==> config.mk <==
export PLATFORM = sky130hd
export DESIGN_NAME = mmio_bus_arbiter_flat
export DESIGN_NICKNAME = d
export VERILOG_FILES = /design/src/rtl/mmio_bus_arbiter_pkg.sv /design/src/rtl/mmio_bus_arbiter_if.sv /design/src/rtl/mmio_bus_arbiter_rr_arb2.sv /design/src/rtl/mmio_bus_arbiter.sv /design/src/flat_wrapper.sv
export SDC_FILE = /design/constraint.sdc
export NUM_CORES = 1
export LEC_CHECK = 0
export ABC_AREA = 1
export BUFFER_PORTS_ARGS = -buffer_cell sky130_fd_sc_hd__buf_2
export CAP_MARGIN = 20
export CORE_ASPECT_RATIO = 0.6
export CORE_UTILIZATION = 49
export DETAILED_ROUTE_END_ITERATION = 10
export PLACE_DENSITY = 0.89
export SETUP_SLACK_MARGIN = 0.02
export SLEW_MARGIN = 40
export SYNTH_ARGS = -nofsm -noshare
export SYNTH_HDL_FRONTEND = slang
export SYNTH_SLANG_ARGS = --single-unit
==> constraint.sdc <==
create_clock -name clk -period 2.76 [get_ports clk]
set_clock_uncertainty 0.1 [all_clocks]
set_input_delay 0.828 -clock clk [delete_from_list [all_inputs] [get_ports clk]]
set_output_delay 0.828 -clock clk [all_outputs]
set_load 0.05 [all_outputs]
==> src/rtl/mmio_bus_arbiter_pkg.sv <==
// Shared types and constants for the two-master MMIO bus arbiter.
package mmio_arb_pkg;

    typedef enum logic [1:0] {
        IDLE   = 2'd0,
        ACCESS = 2'd1,
        DONE   = 2'd2
    } arb_state_t;

    localparam logic M0 = 1'b0;
    localparam logic M1 = 1'b1;

endpackage

==> src/rtl/mmio_bus_arbiter_if.sv <==
// Bundle of both masters' request fields and the downstream MMIO bus.
interface mmio_arb_if #(
    parameter int ADDR_W = 21,
    parameter int DATA_W = 32
) ();
    logic [1:0]        req;
    logic [1:0]        wr;
    logic [1:0]        lock;
    logic [ADDR_W-1:0] addr0;
    logic [ADDR_W-1:0] addr1;
    logic [DATA_W-1:0] wdata0;
    logic [DATA_W-1:0] wdata1;
    logic [1:0]        ack;
    logic [DATA_W-1:0] rdata;
    logic              mmio_cs;
    logic              mmio_wr;
    logic              mmio_rd;
    logic [ADDR_W-1:0] mmio_addr;
    logic [DATA_W-1:0] mmio_wr_data;
    logic [DATA_W-1:0] mmio_rd_data;

    // Arbiter view: consumes requests and the controller's read return.
    modport slave (
        input  req, wr, lock, addr0, addr1, wdata0, wdata1, mmio_rd_data,
        output ack, rdata, mmio_cs, mmio_wr, mmio_rd, mmio_addr, mmio_wr_data
    );

    modport master (
        output req, wr, lock, addr0, addr1, wdata0, wdata1, mmio_rd_data,
        input  ack, rdata, mmio_cs, mmio_wr, mmio_rd, mmio_addr, mmio_wr_data
    );
endinterface

==> src/rtl/mmio_bus_arbiter_rr_arb2.sv <==
// Combinational two-way round-robin winner select.
module rr_arb2
    import mmio_arb_pkg::*;
(
    input  logic [1:0] i_req,
    input  logic       i_last,
    output logic       o_valid,
    output logic       o_win
);
    assign o_valid = |i_req;
    // On a tie the master that did not win last time goes first.
    assign o_win   = (i_req == 2'b11) ? ~i_last : i_req[M1];
endmodule

==> src/rtl/mmio_bus_arbiter.sv <==
// Two-master MMIO arbiter: one access at a time, round-robin fairness,
// bounded lock for back-to-back accesses, all outputs registered.
module mmio_bus_arbiter
    import mmio_arb_pkg::*;
#(
    parameter int ADDR_W   = 21,
    parameter int DATA_W   = 32,
    parameter int MAX_LOCK = 4
) (
    input  logic       clk,
    input  logic       reset,
    mmio_arb_if.slave  bus
);
    localparam int CNT_W = $clog2(MAX_LOCK + 1);

    arb_state_t        r_state, w_state_next;
    logic              r_last, w_last_next;
    logic              r_win, w_win_next;
    logic              r_locked, w_locked_next;
    logic [CNT_W-1:0]  r_lock_cnt, w_lock_cnt_next;
    logic              r_cs, w_cs_next;
    logic              r_wr, w_wr_next;
    logic              r_rd, w_rd_next;
    logic [ADDR_W-1:0] r_addr, w_addr_next;
    logic [DATA_W-1:0] r_wdata, w_wdata_next;
    logic [1:0]        r_ack, w_ack_next;
    logic [DATA_W-1:0] r_rdata, w_rdata_next;

    logic              w_arb_valid;
    logic              w_arb_win;
    logic              w_gnt_idx;
    logic              w_gnt_wr;
    logic [ADDR_W-1:0] w_gnt_addr;
    logic [DATA_W-1:0] w_gnt_wdata;
    logic [1:0]        w_ack_sel;

    rr_arb2 u_rr_arb2 (
        .i_req   (bus.req),
        .i_last  (r_last),
        .o_valid (w_arb_valid),
        .o_win   (w_arb_win)
    );

    // A locked continuation bypasses arbitration and keeps the current winner.
    assign w_gnt_idx   = (r_state == DONE) ? r_win : w_arb_win;
    assign w_gnt_wr    = bus.wr[w_gnt_idx];
    assign w_gnt_addr  = (w_gnt_idx == M0) ? bus.addr0  : bus.addr1;
    assign w_gnt_wdata = (w_gnt_idx == M0) ? bus.wdata0 : bus.wdata1;

    for (genvar gi = 0; gi < 2; gi++) begin : g_ack
        assign w_ack_sel[gi] = (r_win == 1'(gi));
    end

    always_comb begin
        w_state_next    = r_state;
        w_last_next     = r_last;
        w_win_next      = r_win;
        w_locked_next   = r_locked;
        w_lock_cnt_next = r_lock_cnt;
        w_cs_next       = 1'b0;
        w_wr_next       = 1'b0;
        w_rd_next       = 1'b0;
        w_addr_next     = '0;
        w_wdata_next    = '0;
        w_ack_next      = 2'b00;
        w_rdata_next    = r_rdata;

        case (r_state)
            IDLE: begin
                if (w_arb_valid) begin
                    w_state_next    = ACCESS;
                    w_win_next      = w_gnt_idx;
                    w_last_next     = w_gnt_idx;
                    w_locked_next   = bus.lock[w_gnt_idx];
                    w_lock_cnt_next = CNT_W'(1);
                    w_cs_next       = 1'b1;
                    w_wr_next       = w_gnt_wr;
                    w_rd_next       = ~w_gnt_wr;
                    w_addr_next     = w_gnt_addr;
                    w_wdata_next    = w_gnt_wdata;
                end
            end
            ACCESS: begin
                w_state_next = DONE;
                w_ack_next   = w_ack_sel;
                if (r_rd) begin
                    w_rdata_next = bus.mmio_rd_data;
                end
            end
            DONE: begin
                if (r_locked && bus.req[r_win] && (r_lock_cnt < CNT_W'(MAX_LOCK))) begin
                    w_state_next    = ACCESS;
                    w_last_next     = r_win;
                    w_locked_next   = bus.lock[r_win];
                    w_lock_cnt_next = r_lock_cnt + CNT_W'(1);
                    w_cs_next       = 1'b1;
                    w_wr_next       = w_gnt_wr;
                    w_rd_next       = ~w_gnt_wr;
                    w_addr_next     = w_gnt_addr;
                    w_wdata_next    = w_gnt_wdata;
                end else begin
                    w_state_next    = IDLE;
                    w_lock_cnt_next = '0;
                end
            end
            default: w_state_next = IDLE;
        endcase
    end

    always_ff @(posedge clk or negedge reset) begin
        if (!reset) begin
            r_state    <= IDLE;
            r_last     <= 1'b1;
            r_win      <= 1'b0;
            r_locked   <= 1'b0;
            r_lock_cnt <= '0;
            r_cs       <= 1'b0;
            r_wr       <= 1'b0;
            r_rd       <= 1'b0;
            r_addr     <= '0;
            r_wdata    <= '0;
            r_ack      <= 2'b00;
            r_rdata    <= '0;
        end else begin
            r_state    <= w_state_next;
            r_last     <= w_last_next;
            r_win      <= w_win_next;
            r_locked   <= w_locked_next;
            r_lock_cnt <= w_lock_cnt_next;
            r_cs       <= w_cs_next;
            r_wr       <= w_wr_next;
            r_rd       <= w_rd_next;
            r_addr     <= w_addr_next;
            r_wdata    <= w_wdata_next;
            r_ack      <= w_ack_next;
            r_rdata    <= w_rdata_next;
        end
    end

    assign bus.mmio_cs      = r_cs;
    assign bus.mmio_wr      = r_wr;
    assign bus.mmio_rd      = r_rd;
    assign bus.mmio_addr    = r_addr;
    assign bus.mmio_wr_data = r_wdata;
    assign bus.ack          = r_ack;
    assign bus.rdata        = r_rdata;

endmodule
==> src/flat_wrapper.sv <==
// flat-port wrapper written by rule: the top's interface ports become plain ports
module mmio_bus_arbiter_flat import mmio_arb_pkg::*;
#(
    parameter int ADDR_W   = 21,
    parameter int DATA_W   = 32,
    parameter int MAX_LOCK = 4
)
  (clk, reset, bus_req, bus_wr, bus_lock, bus_addr0, bus_addr1, bus_wdata0, bus_wdata1, bus_mmio_rd_data, bus_ack, bus_rdata, bus_mmio_cs, bus_mmio_wr, bus_mmio_rd, bus_mmio_addr, bus_mmio_wr_data);
  mmio_arb_if #(.ADDR_W(ADDR_W), .DATA_W(DATA_W)) bus_i ();
  input  logic clk;
  input  logic reset;
  input wire logic [$bits(bus_i.req)-1:0] bus_req;
  input wire logic [$bits(bus_i.wr)-1:0] bus_wr;
  input wire logic [$bits(bus_i.lock)-1:0] bus_lock;
  input wire logic [$bits(bus_i.addr0)-1:0] bus_addr0;
  input wire logic [$bits(bus_i.addr1)-1:0] bus_addr1;
  input wire logic [$bits(bus_i.wdata0)-1:0] bus_wdata0;
  input wire logic [$bits(bus_i.wdata1)-1:0] bus_wdata1;
  input wire logic [$bits(bus_i.mmio_rd_data)-1:0] bus_mmio_rd_data;
  output wire logic [$bits(bus_i.ack)-1:0] bus_ack;
  output wire logic [$bits(bus_i.rdata)-1:0] bus_rdata;
  output wire logic [$bits(bus_i.mmio_cs)-1:0] bus_mmio_cs;
  output wire logic [$bits(bus_i.mmio_wr)-1:0] bus_mmio_wr;
  output wire logic [$bits(bus_i.mmio_rd)-1:0] bus_mmio_rd;
  output wire logic [$bits(bus_i.mmio_addr)-1:0] bus_mmio_addr;
  output wire logic [$bits(bus_i.mmio_wr_data)-1:0] bus_mmio_wr_data;
  assign bus_i.req = bus_req;
  assign bus_i.wr = bus_wr;
  assign bus_i.lock = bus_lock;
  assign bus_i.addr0 = bus_addr0;
  assign bus_i.addr1 = bus_addr1;
  assign bus_i.wdata0 = bus_wdata0;
  assign bus_i.wdata1 = bus_wdata1;
  assign bus_i.mmio_rd_data = bus_mmio_rd_data;
  assign bus_ack = bus_i.ack;
  assign bus_rdata = bus_i.rdata;
  assign bus_mmio_cs = bus_i.mmio_cs;
  assign bus_mmio_wr = bus_i.mmio_wr;
  assign bus_mmio_rd = bus_i.mmio_rd;
  assign bus_mmio_addr = bus_i.mmio_addr;
  assign bus_mmio_wr_data = bus_i.mmio_wr_data;
  mmio_bus_arbiter #(.ADDR_W(ADDR_W), .DATA_W(DATA_W), .MAX_LOCK(MAX_LOCK)) u_core (.clk(clk), .reset(reset), .bus(bus_i));
endmodule
==> metrics.csv <==
stage;metric;value;unit
logic_synthesis;synthesized area;4440;µm²
clock_tree;clock sinks;98;
power_and_ir_drop;VDD IR max;0.000998;V
route;Via density;4.69;
die;row count;26;
power_and_ir_drop;Net Switching;4610;µW
sta;fin. max-slew vios;0;
die;I/O pin count;236;
setup_path;critical path's top delay family;flip-flops;
grt;vias in the first global route;3662;
logic_synthesis;syn_area_per_cell;8.12;µm²
logic_synthesis;Post-Syn Nets;694;
power_and_ir_drop;Pleak;0.00364;µW
clock_tree;CTS Root Cell;clkbuf_16;
grt;total gr overflow;0;
setup_path;worst-path fanout max;2;
sta;FMAX;526;MHz
grt;GRT Total Usage;0.235;
route;# DRC;28;
cells_and_area;ratio of cells with drive above 1 in the final layout;0.419;
power_and_ir_drop;Final Power;8700;µW
clock_tree;clock tree buffer depth;2;
power_and_ir_drop;clock power share;0.160;
sta;Max-slew headroom;0.528;
cells_and_area;final core occ;0.694;
route;Routed WL;11200;µm
sta;min Tclk post-route;1.90;ns
route;DR pass1 iterations;9;
power_and_ir_drop;Pint;4090;µW
clock_tree;CTS tree;done;
setup_path;crit path cell chain;buf_2;
sta;RSZ-0062 raised after global routing;no;
sta;Slew @ Worst Pin;0.706;ns
clock_tree;latest clock arrival within the worst-skew pair;0.33;ns
clock_tree;Max H-tree Level;3;
setup_path;Buf+Inv Stages, Crit Path;1;
setup_path;CP Capture Type;output pin;
power_and_ir_drop;Cell Pwr Density;1450;nW/µm²
die;chip height;75.8;µm
run_status;failing checks;DRC;
setup_path;Worst Path Required;1.83;ns
sta;Setup TNS;0;ns
setup_path;Startpoint Class;register;
cells_and_area;synth-to-layout area growth;35.2;%
logic_synthesis;post-synthesis cell count;547;
power_and_ir_drop;Comb power frac;0.567;
clock_tree;post-cts sizing count;0;
setup_path;Setup Crit Path Kind;register to output pin;
clock_tree;Hold Buf Count CTS;0;
setup_path;Critical Path Start;u_core.bus.mmio_rd;
die;die area;9460;µm²
power_and_ir_drop;Switching Fraction;0.530;
grt;antenna violations before repair;0;
route;Routed Antenna Nets;0;
placement;GPL Wtd Cong;0.819;
placement;Port Buf Inserts;235;
power_and_ir_drop;Seq pwr share;0.273;
sta;final setup violation count;0;
cells_and_area;# fillers;714;
sta;final hold viol count;0;
die;die span in x;125;µm
sta;Final period util;0.688;
route;routed len/inst;12.7;µm
logic_synthesis;post-synth cell types;19;
min_path;worst hold path type;input pin to async pin;
die;Initial Utilization;0.513;
setup_path;Reg-to-Reg Start;u_core.r_win;
route;via count;4151;
logic_synthesis;yosys warns;0;
clock_tree;CTS buffer count;9;
run;max cap viols;0;
clock_tree;postcts setup bufs;0;
cells_and_area;nets;919;
die;total core area;8650;µm²
run_status;status;complete, but fails checks;
grt;first-pass GRT wire length;17200;µm
setup_path;CP peak stage delay;0.36;ns
setup_path;Crit path arrival time;0.97;ns
placement;DP HPWL;8280;µm
setup_path;critical path's slowest cell;dfrtp_1;
route;1st-iter DRT viols;233;
cells_and_area;n_diodes;0;
logic_synthesis;register bit total from synthesis;98;
grt;largest net degree at the start of global routing;77;
clock_tree;Clk pin slew, worst setup/hold paths;0.06;ns
logic_synthesis;sequential cell area fraction in the yosys report;0.552;
[stage by stage]
stage / hold WS (ns) / instances / area, µm² / setup WS, ns
finish: 0.268 / 886 / 6010 / 0.860
global route: 0.276 / 886 / 6010 / 0.759
CTS: 0.266 / 886 / 6010 / 0.844
detailed placement: 0.355 / 873 / 5680 / 0.556
global placement: 0.348 / 873 / 5680 / 0.661
floorplan: 0.342 / 547 / 4440 / 0.985
[power groups by stage]
stage | clock, µW | sequential [µW] | combinational, µW
floorplan | 0 | 4580 | 1690
global placement | 0 | 2350 | 4810
detailed placement | 0 | 2390 | 4940
CTS | 1420 | 2370 | 4960
global route | 1480 | 2450 | 5280
finish | 1390 | 2380 | 4930
[cell usage after synthesis (all sizes together)]
cell type | instances | area share
nand2 | 202 | 0.19
nand3 | 41 | 0.046
dfstp | 1 | 0.0059
a21oi | 1 | 0.0011
nor2 | 113 | 0.11
nand3b | 1 | 0.0017
dfrtp | 97 | 0.55
buf | 13 | 0.027
o21ai | 1 | 0.0011
ha | 1 | 0.0028
clkbuf | 14 | 0.012
inv | 62 | 0.052
[worst reg2reg max path, stage by stage (launching register included)]
cell,delay [ns]
dfrtp_1,0.42
inv_1,0.12
nand2_1,0.09
nand2_1,0.15
nand2_2,0.09
nand2_2,0.14
buf_12,0.30
inv_1,0.14
nand2_1,0.08
nand2_1,0.05
[path summary, 6_finish.rpt]
check | endpoint | slack [ns] | depth (start not counted)
worst max-delay path | bus_mmio_rd | 0.86 | 1
worst min-delay path | u_core.bus.mmio_addr[8] | 0.27 | 1
worst max register to register | u_core.r_locked | 0.98 | 9
worst min register to register | u_core.bus.rdata[26] | 0.37 | 2
max in group asynchronous | u_core.bus.rdata[14] | 1.60 | 2
min in group clk | u_core.bus.rdata[26] | 0.37 | 2
[final cells by class]
cell class | count | area (µm²) | share of cell area
Tap cell | 112 | 140 | 0.0233
Multi-Input combinational cell | 360 | 1590 | 0.265
Sequential cell | 98 | 2450 | 0.408
Clock buffer | 10 | 239 | 0.0398
Timing Repair Buffer | 241 | 1260 | 0.210
Clock inverter | 3 | 90.1 | 0.0150
Inverter | 62 | 233 | 0.0387
[sequential cells by signal (all words and copies together), names as in the netlist]
register / cells
u_core.bus.mmio_addr: 21
u_core.r_last: 1
u_core.r_win: 1
u_core.bus.mmio_wr_data: 32
u_core.r_state: 2
u_core.bus.ack: 2
u_core.r_locked: 1
u_core.bus.rdata: 32
u_core.bus.mmio_rd: 1
u_core.bus.mmio_cs: 1
u_core.r_lock_cnt: 3
u_core.bus.mmio_wr: 1
[cell families after synthesis]
group / Yosys count / synth area share
flip-flops: 98 / 0.552
adder cells (fa/ha/maj): 1 / 0.00282
buffers and inverters: 89 / 0.0910
AO/OA/AOI/OAI: 2 / 0.00225
AND/OR/NAND/NOR: 357 / 0.352
[placed cells by master (no fill, tap or decap)]
cell type  netlist  layout
clkbuf_16        0       9
inv_1           60      60
clkbuf_8         0       1
nand3b_1         1       1
buf_2            8     234
inv_2            2       2
nor2_4           1       1
nand2_1        169     167
nand2_2         33      35
nor2_1          81      81
nand3_1         41      41
dfstp_2          1       1
buf_4            1       4
o21ai_1          1       1
a21oi_1          1       1
buf_12           3       3
dfrtp_1         97      97
nor2_2          31      31
bufinv_16        0       3
ha_1             1       1
[routing by layer]
metal  routed length, µm  vias up  part of all wire  track usage
met5                   0        -                 0            0
met4                 246        0             0.022       0.0989
met3                 941       30             0.084       0.0688
met2                5600      177              0.50        0.409
met1                4450     1890              0.40        0.283
li1                    -     2054                 -            -
(Power assumes the default switching activity.)
